## src/rtl/fsm_pkg.sv

```systemverilog
// Shared types and constants for the go/done dispatcher and worker blocks.
package fsm_pkg;

  typedef enum logic [2:0] {
    ST_IDLE   = 3'd0,
    ST_ISSUE  = 3'd1,
    ST_WAIT   = 3'd2,
    ST_GAP    = 3'd3,
    ST_FINISH = 3'd4,
    ST_ERROR  = 3'd5
  } dispatch_state_t;

  localparam int WORKER_LEN          = 16;
  localparam int DEF_TIMEOUT_CYCLES  = 32;
  localparam int DEF_GAP_CYCLES      = 1;

  // Counter width able to hold 0..n-1, never narrower than one bit.
  function automatic int cnt_width(input int n);
    return (n > 1) ? $clog2(n) : 1;
  endfunction

endpackage

```

## src/rtl/fsm_job_dispatcher_if.sv

```systemverilog
// Host/worker-facing signal bundle of the job dispatcher.
interface fsm_job_dispatcher_if #(
  parameter int JOB_CNT_W = 8
);
  logic                 start;
  logic [JOB_CNT_W-1:0] num_jobs;
  logic                 go;
  logic                 done_in;
  logic                 busy;
  logic [JOB_CNT_W-1:0] jobs_done;
  logic                 all_done;
  logic                 timeout_err;

  modport master (
    output start, num_jobs, done_in,
    input  go, busy, jobs_done, all_done, timeout_err
  );

  modport slave (
    input  start, num_jobs, done_in,
    output go, busy, jobs_done, all_done, timeout_err
  );
endinterface

```

## src/rtl/fsm_watchdog.sv

```systemverilog
// Cycle watchdog: counts enabled cycles since clear, flags the last allowed one.
module fsm_watchdog
  import fsm_pkg::*;
#(
  parameter int TIMEOUT_CYCLES = DEF_TIMEOUT_CYCLES
) (
  input  logic clk,
  input  logic rst,
  input  logic clear,
  input  logic enable,
  output logic expired
);

  localparam int            W    = cnt_width(TIMEOUT_CYCLES);
  localparam logic [W-1:0]  LAST = W'(TIMEOUT_CYCLES - 1);

  logic [W-1:0] count;

  // Holds at LAST so the count can never wrap back to a "fresh" value.
  always_ff @(posedge clk or posedge rst) begin
    if (rst) begin
      count <= '0;
    end else if (clear) begin
      count <= '0;
    end else if (enable && (count != LAST)) begin
      count <= count + W'(1);
    end
  end

  assign expired = enable && (count == LAST);

endmodule

```

## src/rtl/fsm_job_dispatcher.sv

```systemverilog
// Issues one go pulse per job of a batch, waits for done with a watchdog,
// and spaces jobs by a fixed idle gap.
module fsm_job_dispatcher
  import fsm_pkg::*;
#(
  parameter int JOB_CNT_W      = 8,
  parameter int TIMEOUT_CYCLES = DEF_TIMEOUT_CYCLES,
  parameter int GAP_CYCLES     = DEF_GAP_CYCLES
) (
  input  logic                  clk,
  input  logic                  rst,
  fsm_job_dispatcher_if.slave   bus
);

  localparam int            GW       = cnt_width(GAP_CYCLES);
  localparam logic [GW-1:0] GAP_LAST = GW'((GAP_CYCLES > 0) ? GAP_CYCLES - 1 : 0);

  dispatch_state_t      state, state_nxt;
  logic [JOB_CNT_W-1:0] remaining;
  logic [JOB_CNT_W-1:0] jobs_done_q;
  logic                 timeout_q;
  logic [GW-1:0]        gap_cnt;
  logic                 wd_expired;

  fsm_watchdog #(
    .TIMEOUT_CYCLES (TIMEOUT_CYCLES)
  ) u_watchdog (
    .clk     (clk),
    .rst     (rst),
    .clear   (state == ST_ISSUE),
    .enable  (state == ST_WAIT),
    .expired (wd_expired)
  );

  always_ff @(posedge clk or posedge rst) begin
    if (rst) begin
      state <= ST_IDLE;
    end else begin
      state <= state_nxt;
    end
  end

  always_comb begin
    state_nxt = state;
    case (state)
      ST_IDLE: begin
        if (bus.start) begin
          state_nxt = (bus.num_jobs != '0) ? ST_ISSUE : ST_FINISH;
        end
      end
      ST_ISSUE: state_nxt = ST_WAIT;
      ST_WAIT: begin
        // A done arriving on the watchdog's last cycle still counts.
        if (bus.done_in) begin
          if (remaining == JOB_CNT_W'(1)) begin
            state_nxt = ST_FINISH;
          end else begin
            state_nxt = (GAP_CYCLES > 0) ? ST_GAP : ST_ISSUE;
          end
        end else if (wd_expired) begin
          state_nxt = ST_ERROR;
        end
      end
      ST_GAP: begin
        if (gap_cnt == GAP_LAST) begin
          state_nxt = ST_ISSUE;
        end
      end
      ST_FINISH: state_nxt = ST_IDLE;
      ST_ERROR:  state_nxt = ST_IDLE;
      default:   state_nxt = ST_IDLE;
    endcase
  end

  always_ff @(posedge clk or posedge rst) begin
    if (rst) begin
      remaining   <= '0;
      jobs_done_q <= '0;
      timeout_q   <= 1'b0;
      gap_cnt     <= '0;
    end else begin
      case (state)
        ST_IDLE: begin
          if (bus.start) begin
            remaining   <= bus.num_jobs;
            jobs_done_q <= '0;
            timeout_q   <= 1'b0;
          end
        end
        ST_WAIT: begin
          gap_cnt <= '0;
          if (bus.done_in) begin
            remaining <= remaining - JOB_CNT_W'(1);
            if (jobs_done_q != '1) begin
              jobs_done_q <= jobs_done_q + JOB_CNT_W'(1);
            end
          end else if (wd_expired) begin
            // Raised on entry to ERROR so the flag is visible in that cycle.
            timeout_q <= 1'b1;
          end
        end
        ST_GAP: gap_cnt <= gap_cnt + GW'(1);
        default: ;
      endcase
    end
  end

  assign bus.go          = (state == ST_ISSUE);
  assign bus.all_done    = (state == ST_FINISH);
  assign bus.busy        = (state == ST_ISSUE) || (state == ST_WAIT) || (state == ST_GAP);
  assign bus.jobs_done   = jobs_done_q;
  assign bus.timeout_err = timeout_q;

endmodule
```

## src/flat_wrapper.sv

```systemverilog
// flat-port wrapper written by rule: the top's interface ports become plain ports
module fsm_job_dispatcher_flat import fsm_pkg::*;
#(
  parameter int JOB_CNT_W      = 8,
  parameter int TIMEOUT_CYCLES = DEF_TIMEOUT_CYCLES,
  parameter int GAP_CYCLES     = DEF_GAP_CYCLES
)
  (clk, rst, bus_start, bus_num_jobs, bus_done_in, bus_go, bus_busy, bus_jobs_done, bus_all_done, bus_timeout_err);
  fsm_job_dispatcher_if #(.JOB_CNT_W(JOB_CNT_W)) bus_i ();
  input  logic clk;
  input  logic rst;
  input wire logic [$bits(bus_i.start)-1:0] bus_start;
  input wire logic [$bits(bus_i.num_jobs)-1:0] bus_num_jobs;
  input wire logic [$bits(bus_i.done_in)-1:0] bus_done_in;
  output wire logic [$bits(bus_i.go)-1:0] bus_go;
  output wire logic [$bits(bus_i.busy)-1:0] bus_busy;
  output wire logic [$bits(bus_i.jobs_done)-1:0] bus_jobs_done;
  output wire logic [$bits(bus_i.all_done)-1:0] bus_all_done;
  output wire logic [$bits(bus_i.timeout_err)-1:0] bus_timeout_err;
  assign bus_i.start = bus_start;
  assign bus_i.num_jobs = bus_num_jobs;
  assign bus_i.done_in = bus_done_in;
  assign bus_go = bus_i.go;
  assign bus_busy = bus_i.busy;
  assign bus_jobs_done = bus_i.jobs_done;
  assign bus_all_done = bus_i.all_done;
  assign bus_timeout_err = bus_i.timeout_err;
  fsm_job_dispatcher #(.JOB_CNT_W(JOB_CNT_W), .TIMEOUT_CYCLES(TIMEOUT_CYCLES), .GAP_CYCLES(GAP_CYCLES)) u_core (.clk(clk), .rst(rst), .bus(bus_i));
endmodule
```

## config.mk

```make
export PLATFORM = sky130hd
export DESIGN_NAME = fsm_job_dispatcher_flat
export DESIGN_NICKNAME = d
export VERILOG_FILES = /design/src/rtl/fsm_pkg.sv /design/src/rtl/fsm_job_dispatcher_if.sv /design/src/rtl/fsm_watchdog.sv /design/src/rtl/fsm_job_dispatcher.sv /design/src/flat_wrapper.sv
export SDC_FILE = /design/constraint.sdc
export NUM_CORES = 1
export LEC_CHECK = 0
export CAP_MARGIN = 10
export CORE_MARGIN = 10
export CORE_UTILIZATION = 57
export DETAILED_ROUTE_END_ITERATION = 12
export PLACE_DENSITY = 0.87
export SLEW_MARGIN = 20
export SYNTH_ARGS = -nofsm -noshare
export SYNTH_HDL_FRONTEND = slang
export SYNTH_SLANG_ARGS = --single-unit
```

## constraint.sdc

```tcl
create_clock -name clk -period 4.5 [get_ports clk]
set_clock_uncertainty 0.2 [all_clocks]
set_input_delay 1.35 -clock clk [delete_from_list [all_inputs] [get_ports clk]]
set_output_delay 1.35 -clock clk [all_outputs]
set_load 0.03 [all_outputs]
```

# Yosys cells after proc, flatten, opt, wreduce, memory -nomap -nowiden
# Cells that the tools add are included.
word_totals:
  register_bits: 26
  out_inout_bits: 12
  elab_cells: 59
op_classes:
  add_sub_neg: 4
  eq_ne: 15
  muxes: 21
  reduce_logical: 13
ops:
  columns: ["operator", "count"]
  rows:
  - ["2-to-1 mux 8 bit", 5]
  - ["case mux 8 bit (2 select lines)", 2]
  - ["2-to-1 mux 3 bit", 6]
  - ["case mux 3 bit (4 select lines)", 1]
  - ["2-to-1 mux 5 bit", 2]
  - ["adder 8 x 1 -> 8 bit (second input constant)", 1]
  - ["== test 8 x 1 -> 1 bit (second input constant)", 1]
  - ["!= test 2 bit (second input constant)", 4]
  - ["!= test 8 bit (second input constant)", 1]
  - ["AND reduction 4 bit", 2]
  - ["nonzero test 8 bit", 1]
  - ["subtractor 8 x 1 -> 8 bit (second input constant)", 1]
  - ["== test 3 x 2 -> 1 bit (second input constant)", 2]
  - ["AND reduction 3 bit", 2]
  - ["nonzero test 2 bit", 3]
  - ["adder 5 x 1 -> 5 bit (second input constant)", 1]
  - ["== test 5 bit (second input constant)", 1]
  - ["!= test 5 bit (second input constant)", 1]
  - ["!= test 2 x 1 -> 1 bit (second input constant)", 2]
  - ["case mux 1 bit (2 select lines)", 2]
  - ["== test 3 x 1 -> 1 bit (second input constant)", 1]
  - ["== test 3 bit (second input constant)", 1]
  - ["logical NOT 3 bit", 1]
  - ["2-to-1 mux 1 bit", 3]
  - ["4 further kinds", 6]

# Longest topological paths before layout
logic_depth:
  ltp_word: 5
  mapped_depth: 7

# Cells and area by module
# A second synthesis with hierarchy kept.
unflattened:
  cells_unflattened: 172
  hier_area_um2: 1562.7
by_module_without_submodules:
  columns: ["module", "instances", "cells_each", "area_each_um2", "seq_area_each_um2"]
  rows:
  - ["fsm_job_dispatcher", 1, 148, 1285.0, 525.5]
  - ["fsm_watchdog", 1, 24, 277.8, 125.1]

# Worst setup path before layout
# Ideal clock, no wire load.
synth_timing:
  path_type: "register -> output"
  start: "register u_core.state[2]"
  end: "output bus_go"
  arrival_time_ns: 1.509
  path_slack_ns: 1.441
  path_stages_with_launch: 3
  n_path_buf: 1
  cell_sequence: "dfrtp_1 buf_2 nor3_1"
synth_between:
  elab_chain_len: 1
synth_rtl:
  columns: ["element", "line_no", "rtl"]
  rows:
  - ["start, declared", "fsm_job_dispatcher.sv:18", "dispatch_state_t state, state_nxt;"]
  - ["start signal, assigned", "fsm_job_dispatcher.sv:39", "state <= state_nxt;"]
  - ["== test 3 x 1 -> 1 bit", "fsm_job_dispatcher.sv:108", "assign bus.go = (state == ST_ISSUE);"]
  - ["end, declared", "flat_wrapper.sv:15", "output wire logic [$bits(bus_i.go)-1:0] bus_go;"]
# Every way passes these cells.

# Worst setup path after layout
layout_timing:
  start: "register u_core.state[0]"
  end: "output bus_go"
# The elaborated chain is that of the path after synthesis.

==> impl_metrics.json <==
{
  "fp.dieW_um": 71.8,
  "floorplan.io_pins": 24,
  "final_cell_count_no_fill": 221,
  "antenna_violations_before_repair": 0,
  "fillers": 196,
  "first_global_vias": 1326,
  "clock_power_share_pct": 11.6,
  "routed_wl_mm": 3.53,
  "hold_violations": 0,
  "layout.area.seq_um2": 651,
  "nets_finish": 209,
  "post-route-min-period_ns": 3.88,
  "grt_overflow_total": 0,
  "post-synth-top-area-cell": "sky130_fd_sc_hd__dfrtp_1",
  "dr.pass1.iters": 5,
  "synth_enable_flop_cells": 0,
  "finalMaxSlewViolations": 0,
  "ys_seq_area_share_pct": 42.6,
  "path_class": "register to output port",
  "cts_hold_buf": 0,
  "clock_latency_ns": 0.33,
  "grt.total_usage_pct": 13.3,
  "swShare_pct": 45.4,
  "critical_path.startpoint_type": "register",
  "postLayoutCellArea_um2": 1810,
  "slew_at_the_pin_closest_to_its_max_slew_limit_ns": 0.986,
  "run_status": "completed",
  "timing.max_slew.rel_slack_pct": 34.2,
  "mappedNetlistNets": 188,
  "tritoncts": "yes",
  "distinct_cell_type_count_after_synthesis": 46,
  "async_set_or_reset_register_ratio_after_synthesis_pct": 100,
  "drive_above_1_share_pct": 6.81,
  "ys_dominant_reg_cell": "sky130_fd_sc_hd__dfrtp_1",
  "initial_core_util_pct": 60.6,
  "synth_top_area_share_pct": 42.6,
  "clock_sink_count": 26,
  "timing.fmax_mhz": 258,
  "dpl.cell_count": 217,
  "power.net_switching_w": 0.000479,
  "routed_wire_length_per_instance_um": 16.0,
  "cts_repair_resize_count": 0,
  "synthesis.area_um2": 1530,
  "power_leakage_nw": 0.757,
  "crit_path_end_kind": "output port",
  "cts_root_buf": "sky130_fd_sc_hd__clkbuf_4",
  "synthesis.instances": 171,
  "worst-endpoint-required_ns": 2.95,
  "pwr-share-seq_pct": 39.7,
  "die_y_um": 71.8,
  "cellInternalPower_w": 0.000575,
  "yosys_register_bits": 26,
  "synth_top_cells_by_area": "sky130_fd_sc_hd__dfrtp_1, sky130_fd_sc_hd__o21ai_0, sky130_fd_sc_hd__ha_1",
  "fin_util_pct": 71.6,
  "setup_repair_after_global_routing_missed_its_margin": "false",
  "detailedRoute.firstIterationViolations": 124,
  "power.density_nw_per_um2": 583,
  "floorplan.die_area_um2": 5150,
  "power_frac_comb_pct": 48.6,
  "setup_violation_total_in_the_final_timing_report": 0,
  "postSynthAreaPerCell_um2": 8.94,
  "multi_input_area_um2": 811,
  "grt_first_pass_wirelength_mm": 5.84,
  "diodes": 0,
  "arrival_time_of_data_at_the_critical_path_endpoint_ns": 2.33,
  "vdd.ir_drop.worst_v": 0.000393,
  "cts-htree-levels": 1,
  "vias": 1403,
  "synth_top_cells_by_count": "sky130_fd_sc_hd__dfrtp_1, sky130_fd_sc_hd__nor2_1, sky130_fd_sc_hd__o21ai_0, sky130_fd_sc_hd__a21oi_1, sky130_fd_sc_hd__nand2_1",
  "io_buffers": 23,
  "tritoncts.num_buffers": 3,
  "place_hpwl_mm": 2.57,
  "postCtsSetupRepairBufs": 0,
  "vias_per_cell": 6.35,
  "max-clock-path-buffers": 2,
  "core_area_um2": 2520,
  "placement_rows": 18,
  "clk_pin_slew_worst_paths_ns": 0.14,
  "grt_max_degree": 27,
  "placer_s_final_routability_congestion_estimate": 0.807,
  "cap_viol_max_count": 0,
  "synth_warnings": 0,
  "synthToLayoutAreaGrowth_pct": 18.2,
  "drc": 0,
  "place_area_um2": 1770,
  "timing.critical_path.fanout_max": 9,
  "tns_ns": 0,
  "detail-route-antenna-nets": 0,
  "yosysMostFrequentCell": "sky130_fd_sc_hd__dfrtp_1",
  "period_share_pct": 86.2,
  "holdCritPathClass": "register to register"
}
[metal layers]
layer | GRT usage [%] | up-vias | share of wire (%) | wire length, µm
li1 | - | 671 | - | -
met1 | 15.4 | 679 | 43 | 1520
met2 | 22.7 | 48 | 48 | 1700
met3 | 3.86 | 5 | 7.2 | 255
met4 | 4.95 | 0 | 1.2 | 44
met5 | 0 | - | 0 | 0
[cells by family (layout without fill, tap and decap cells)]
kind of cell | count (synthesis) | after routing | synth area share [%]
flops | 26 | 26 | 42.6
simple gates | 68 | 68 | 25.3
xor+xnor | 3 | 3 | 1.72
fa+ha+maj | 5 | 5 | 4.09
buf+inv | 17 | 37 | 4.42
compound gates | 51 | 51 | 21.3
mux | 1 | 1 | 0.655
[final timing paths]
check | end | slack, ns | start | cells after the start
min reg2reg | u_core.bus.timeout_err | 0.33 | u_core.bus.timeout_err | 2
min | u_core.bus.timeout_err | 0.33 | u_core.bus.timeout_err | 2
max | bus_go | 0.62 | u_core.state[0] | 3
max reg2reg | u_core.bus.jobs_done[7] | 1.75 | u_core.state[1] | 4
max in group asynchronous | u_core.bus.jobs_done[3] | 2.17 | rst | 2
min in group asynchronous | u_core.u_watchdog.count[0] | 1.34 | rst | 2
[flip-flops by register name (all words and copies together), names as in the netlist]
signal and flops:
u_core.bus.jobs_done 8, u_core.bus.timeout_err 1, u_core.gap_cnt 1, u_core.remaining 8, u_core.state 3, u_core.u_watchdog.count 5
[metrics by stage]
stage	total power (W)	hold WS, ns	setup WS [ns]
after floorplan	0.000785	0.264	1.44
after global placement	0.000898	0.280	1.05
after detailed placement	0.000929	0.300	0.981
after CTS	0.00105	0.335	0.602
after global routing	0.00113	0.372	0.498
final	0.00105	0.327	0.621
[layout by cell type, fill, tap and decap left out, types with 6 or more instances in the layout]
master / instances
sky130_fd_sc_hd__a21oi_1: 12
sky130_fd_sc_hd__nor3_1: 6
sky130_fd_sc_hd__dfrtp_1: 26
sky130_fd_sc_hd__clkdlybuf4s50_1: 23
sky130_fd_sc_hd__a31oi_1: 6
sky130_fd_sc_hd__nand2_1: 12
sky130_fd_sc_hd__inv_1: 9
sky130_fd_sc_hd__nor2_1: 15
sky130_fd_sc_hd__o21ai_0: 13
[power groups by stage]
| stage | clock [W] | combinational [W] | sequential, W |
|---|---|---|---|
| 5_1_grt | 0.000132 | 0.000571 | 0.000431 |
| 4_1_cts | 0.000125 | 0.000510 | 0.000415 |
| 3_5_place_dp | 0 | 0.000508 | 0.000420 |
| 6_report | 0.000123 | 0.000512 | 0.000419 |
| 3_3_place_gp | 0 | 0.000488 | 0.000409 |
| 2_1_floorplan | 0 | 0.000393 | 0.000392 |
[area by class of cell]
class	instances	area share, %
Sequential cell	26	36.0
Inverter	9	1.87
Timing Repair Buffer	24	13.2
Multi-Input combinational cell	128	44.9
Tap cell	30	2.08
Clock buffer	4	2.01
[worst max-delay path, cell delays in order (launching register included)]
cell                              delay [ns]
sky130_fd_sc_hd__dfrtp_1                0.56
sky130_fd_sc_hd__inv_1                  0.12
sky130_fd_sc_hd__nor3_1                 0.53
sky130_fd_sc_hd__clkdlybuf4s50_1        0.79
Note: power is estimated with default switching activity, not from simulation.
